**config.mk**
```make
export PLATFORM = sky130hd
export DESIGN_NAME = key_expansion_ctrl
export DESIGN_NICKNAME = d
export VERILOG_FILES = /design/src/rtl/key_expansion_ctrl.sv
export SDC_FILE = /design/constraint.sdc
export NUM_CORES = 2
export LEC_CHECK = 0
export BUFFER_PORTS_ARGS = -buffer_cell sky130_fd_sc_hd__buf_2
export CAP_MARGIN = 20
export CORE_MARGIN = 2
export CORE_UTILIZATION = 35
export DETAILED_ROUTE_END_ITERATION = 12
export PLACE_DENSITY = 0.5
export SLEW_MARGIN = 0
export SYNTH_ARGS = -nofsm -noshare
export SYNTH_HDL_FRONTEND = slang
export SYNTH_SLANG_ARGS = --single-unit
```
**constraint.sdc**
```tcl
create_clock -name clk -period 15.7 [get_ports clk]
set_input_delay 4.71 -clock clk [delete_from_list [all_inputs] [get_ports clk]]
set_output_delay 4.71 -clock clk [all_outputs]
set_load 0.02 [all_outputs]
```
**src/rtl/key_expansion_ctrl.sv**
```systemverilog
// Sequences a cipher-key expansion through an external round-key generator,
// one request at a time, and keeps the resulting schedule in a readable key store.
module key_expansion_ctrl #(
  parameter int KEY_L = 128,
  parameter int WORD  = 32,
  parameter int NR    = 10
) (
  input  logic             clk,
  input  logic             reset,
  input  logic             start,
  input  logic [KEY_L-1:0] key_in,
  output logic             rkg_valid_in,
  output logic [KEY_L-1:0] rkg_key,
  output logic [WORD-1:0]  rkg_rcon,
  input  logic [KEY_L-1:0] rkg_round_key,
  input  logic             rkg_valid_out,
  input  logic [3:0]       rd_addr,
  output logic [KEY_L-1:0] rd_key,
  output logic             busy,
  output logic             done,
  output logic             keys_ready
);

  typedef enum logic [1:0] {IDLE, ISSUE, WAIT, FINISH} state_t;

  localparam logic [3:0] LAST = 4'(NR);

  state_t           state;
  state_t           state_next;
  logic [3:0]       round;
  logic [7:0]       rc;
  logic [KEY_L-1:0] key_q;
  logic [WORD-1:0]  rcon_q;
  logic [KEY_L-1:0] store [NR+1];
  logic             accept;
  logic             take;

  function automatic logic [7:0] xtime(input logic [7:0] v);
    return {v[6:0], 1'b0} ^ (v[7] ? 8'h1B : 8'h00);
  endfunction

  always_ff @(posedge clk) begin
    if (reset) state <= IDLE;
    else       state <= state_next;
  end

  // Generator results are only accepted in WAIT, so stray or late strobes are dropped.
  always_comb begin
    state_next   = state;
    rkg_valid_in = 1'b0;
    busy         = 1'b0;
    done         = 1'b0;
    accept       = 1'b0;
    take         = 1'b0;
    case (state)
      IDLE: begin
        if (start) begin
          accept     = 1'b1;
          state_next = ISSUE;
        end
      end
      ISSUE: begin
        rkg_valid_in = 1'b1;
        busy         = 1'b1;
        state_next   = WAIT;
      end
      WAIT: begin
        busy = 1'b1;
        if (rkg_valid_out) begin
          take       = 1'b1;
          state_next = (round == LAST) ? FINISH : ISSUE;
        end
      end
      FINISH: begin
        done       = 1'b1;
        state_next = IDLE;
      end
      default: state_next = IDLE;
    endcase
  end

  // key_q/rcon_q are loaded on the edge that enters ISSUE, so they stay frozen
  // for the whole outstanding request without a mux off the key store.
  always_ff @(posedge clk) begin
    if (reset) begin
      round      <= 4'd0;
      rc         <= 8'h01;
      key_q      <= '0;
      rcon_q     <= '0;
      keys_ready <= 1'b0;
      rd_key     <= '0;
      for (int i = 0; i <= NR; i++) store[i] <= '0;
    end else begin
      if (accept) begin
        store[0]   <= key_in;
        round      <= 4'd1;
        rc         <= 8'h01;
        keys_ready <= 1'b0;
        key_q      <= key_in;
        rcon_q     <= {8'h01, {(WORD-8){1'b0}}};
      end
      if (take) begin
        store[round] <= rkg_round_key;
        key_q        <= rkg_round_key;
        if (round == LAST) begin
          keys_ready <= 1'b1;
        end else begin
          round  <= round + 4'd1;
          rc     <= xtime(rc);
          rcon_q <= {xtime(rc), {(WORD-8){1'b0}}};
        end
      end
      rd_key <= (rd_addr <= LAST) ? store[rd_addr] : '0;
    end
  end

  assign rkg_key  = key_q;
  assign rkg_rcon = rcon_q;

endmodule

```
==> impl_metrics.toml <==
[synth]
avgSynthCellArea_sq_um = 12.5
yosysWarnings = 0
synth-seq-cells = 1711
yosys.area_share.simple_pct = 9.26
yosys.area.top_type_share_pct = 55.6
yosys-top-cells-area = "edfxtp_1 56%, dfxtp_1 12%, nor2_1 7.1%, mux2i_1 5.6%, mux4_2 4.2%"
synth_edf_count = 1280
yosys.area_share.xor_xnor_pct = 0.0507
yosysSeqAreaShare_pct = 68.0
synth.area.mux_share_pct = 9.76
synth-adder-area-share_pct = 0.109
synthArstFlopShare_pct = 0
synth_flop_cell = "edfxtp_1"
syn_nets = 5793
syn_inst = 5523
yosys.cell_types.count = 41
synth_top_family_by_area = "multiplexers"
synth_compound_area_share_pct = 8.47
synth_top_area_cell = "edfxtp_1"
synth_area_sq_um = 69200

[final_layout]
layout_commonest_cell = "nor2_1"
area_growth_pct = 16.3
layout_common_cells = "1313 x nor2_1, 1280 x edfxtp_1, 552 x buf_2"
instances_no_fill = 8713
nFillCells = 18300
finalNetCount = 6175
layout-drive-gt1-share_pct = 19.1

[timing]
maxSlewHeadroom_pct = 11.6
drv_slew = 0
clock.fmax_mhz = 114
tightestPinTransition_ps = 1330
hold_viol = 0
rsz0062_at_grt = "no"
fin_worst_skew_ps = 35.6
tns_ps = 0
finalCritPeriodShare_pct = 55.9
setup_viol = 0
fin_crit_ps = 8780
hold_slack_ps = 437

[global_routing]
antenna_found_initial = 8
grt_start_max_net_pins = 129
grt.total_usage_pct = 21.3
grt-ovfl-total = 0
grt_pass1_wl_um = 318000
grt_pass1_vias = 45700

[critical_path]
crit_path_end_kind = "flip-flop"
crit_type = "in2reg"
critPathMaxFanout = 65
crit_required_ps = 16130
crit_arrival_ps = 9210
crit_path_start_kind = "input port"

[clocking]
cts_root_buf = "clkbuf_16"
clk_pin_slew_ps = 60
numCtsBuffers = 186
clock_latency_ps = 840
post_cts_resized = 0
cts_tree = "built"
htreeDepth = 4
holdBufCountCts = 0
clock_sinks = 1711
ctsLongestPathBuffers = 3
cts_setup_buffers = 0

[placement]
place_congestion = 0.786
dpl.cell_count = 8356
dp_hpwl_um = 123000
placement.io_buffers = 555

[drt]
drc_errors = 0
ant_nets = 0
wire_per_inst_um = 25.2
routed_wl_um = 220000
vias = 45200
via_per_inst = 5.19
drtIter0Drc = 4238
firstDrtPassIters = 6

[power]
cellLeakagePower_uw = 0.0309
peakVddDrop_v = 0.000114
power_density_nw_per_um2 = 132

[status]
status = "complete, no violations"

[floorplan]
core_area_sq_um = 197000
die_h_um = 449
row_count = 163
die_w_um = 449
start_util_pct = 35.1
io_pins = 556
dieArea_sq_um = 201000

[flow_run]
cap_violations = 0

[min_path]
min_path_type = "reg2reg"
## synth_stat cells, types with 3 or more instances
library cell / count
a21oi_1: 271
a22oi_1: 257
a311oi_1: 27
and2_1: 4
and3_1: 24
and3b_1: 3
buf_1: 25
buf_2: 321
buf_4: 15
clkbuf_1: 175
dfxtp_1: 431
edfxtp_1: 1280
ha_1: 6
inv_1: 134
mux2i_1: 384
mux4_2: 128
nand2_1: 291
nand3_1: 4
nand4_1: 3
nand4b_1: 4
nor2_1: 1317
nor3_1: 4
o211ai_1: 128
o21ai_0: 263
xor2_1: 4
## worst max-delay path, cell delays in order
cell      delay, ps
buf_2           190
nand2_2          80
buf_4           560
mux2i_2         600
nand4b_1        160
buf_4           460
nand2_4         730
buf_4           770
buf_4           770
## sequential cells by signal, indices dropped and copies added (netlist names)
signal	count
state	2
rd_key	128
rkg_key	128
rkg_rcon	32
rc	8
store	1408
round	4
keys_ready	1
## report_power, final
group / leakage [uW] / internal (uW) / switching, uW
clock: 0.00296 / 2500 / 1860
combinational: 0.0112 / 286 / 747
sequential: 0.0167 / 5110 / 86.3
## metrics by stage
step	total power (uW)	util, %	setup slack (ps)	cell area (sq um)
floorplan	5890	-	4380	69200
global placement	6330	37.8	6140	74300
detailed placement	6340	37.8	6050	74300
CTS	10700	40.8	6930	80400
global route	10900	40.9	6740	80400
finish	10600	40.9	6920	80400
## logic make-up (layout without fill, tap and decap cells)
| logic type | Yosys count | in the layout |
|---|---|---|
| AOI/OAI and AO/OA | 954 | 954 |
| xor gates and xnor gates | 4 | 4 |
| adders and majority gates | 6 | 6 |
| buffers and inverters | 670 | 1216 |
| DFF | 1711 | 1711 |
| muxes | 514 | 514 |
| other | 0 | 4 |
| and+or+nand+nor | 1664 | 1664 |
## routing by layer
layer	track usage [%]	wire, um	vias to the layer above	share of wire (%)
met4	6.83	6540	2	3.0
met3	3.04	10900	277	4.9
met1	27.3	91500	23100	42
met5	0	13	-	0.0059
met2	37.0	111000	1347	50
li1	-	-	20500	-
## final timing paths
path / start / to / slack [ps] / cells after the start
setup / recovery: rkg_valid_out / store[6][24] / 6920 / 9
hold / removal: rkg_key[21] / rkg_key[21] / 440 / 2
setup reg to reg: state[0] / store[6][24] / 10170 / 11
hold reg to reg: rkg_key[21] / rkg_key[21] / 440 / 2
## cell type report
type | instances | area (sq um) | share of cell area (%)
clock inverter | 65 | 636 | 0.790
inverter | 134 | 508 | 0.632
antenna | 4 | 10.0 | 0.0124
multi-input combinational | 3142 | 19300 | 24.0
sequential | 1711 | 47100 | 58.5
tap | 2640 | 3300 | 4.11
timing repair buffer | 730 | 4200 | 5.22
clock buffer | 287 | 5410 | 6.73
Note: power is estimated with default switching activity, not from simulation.
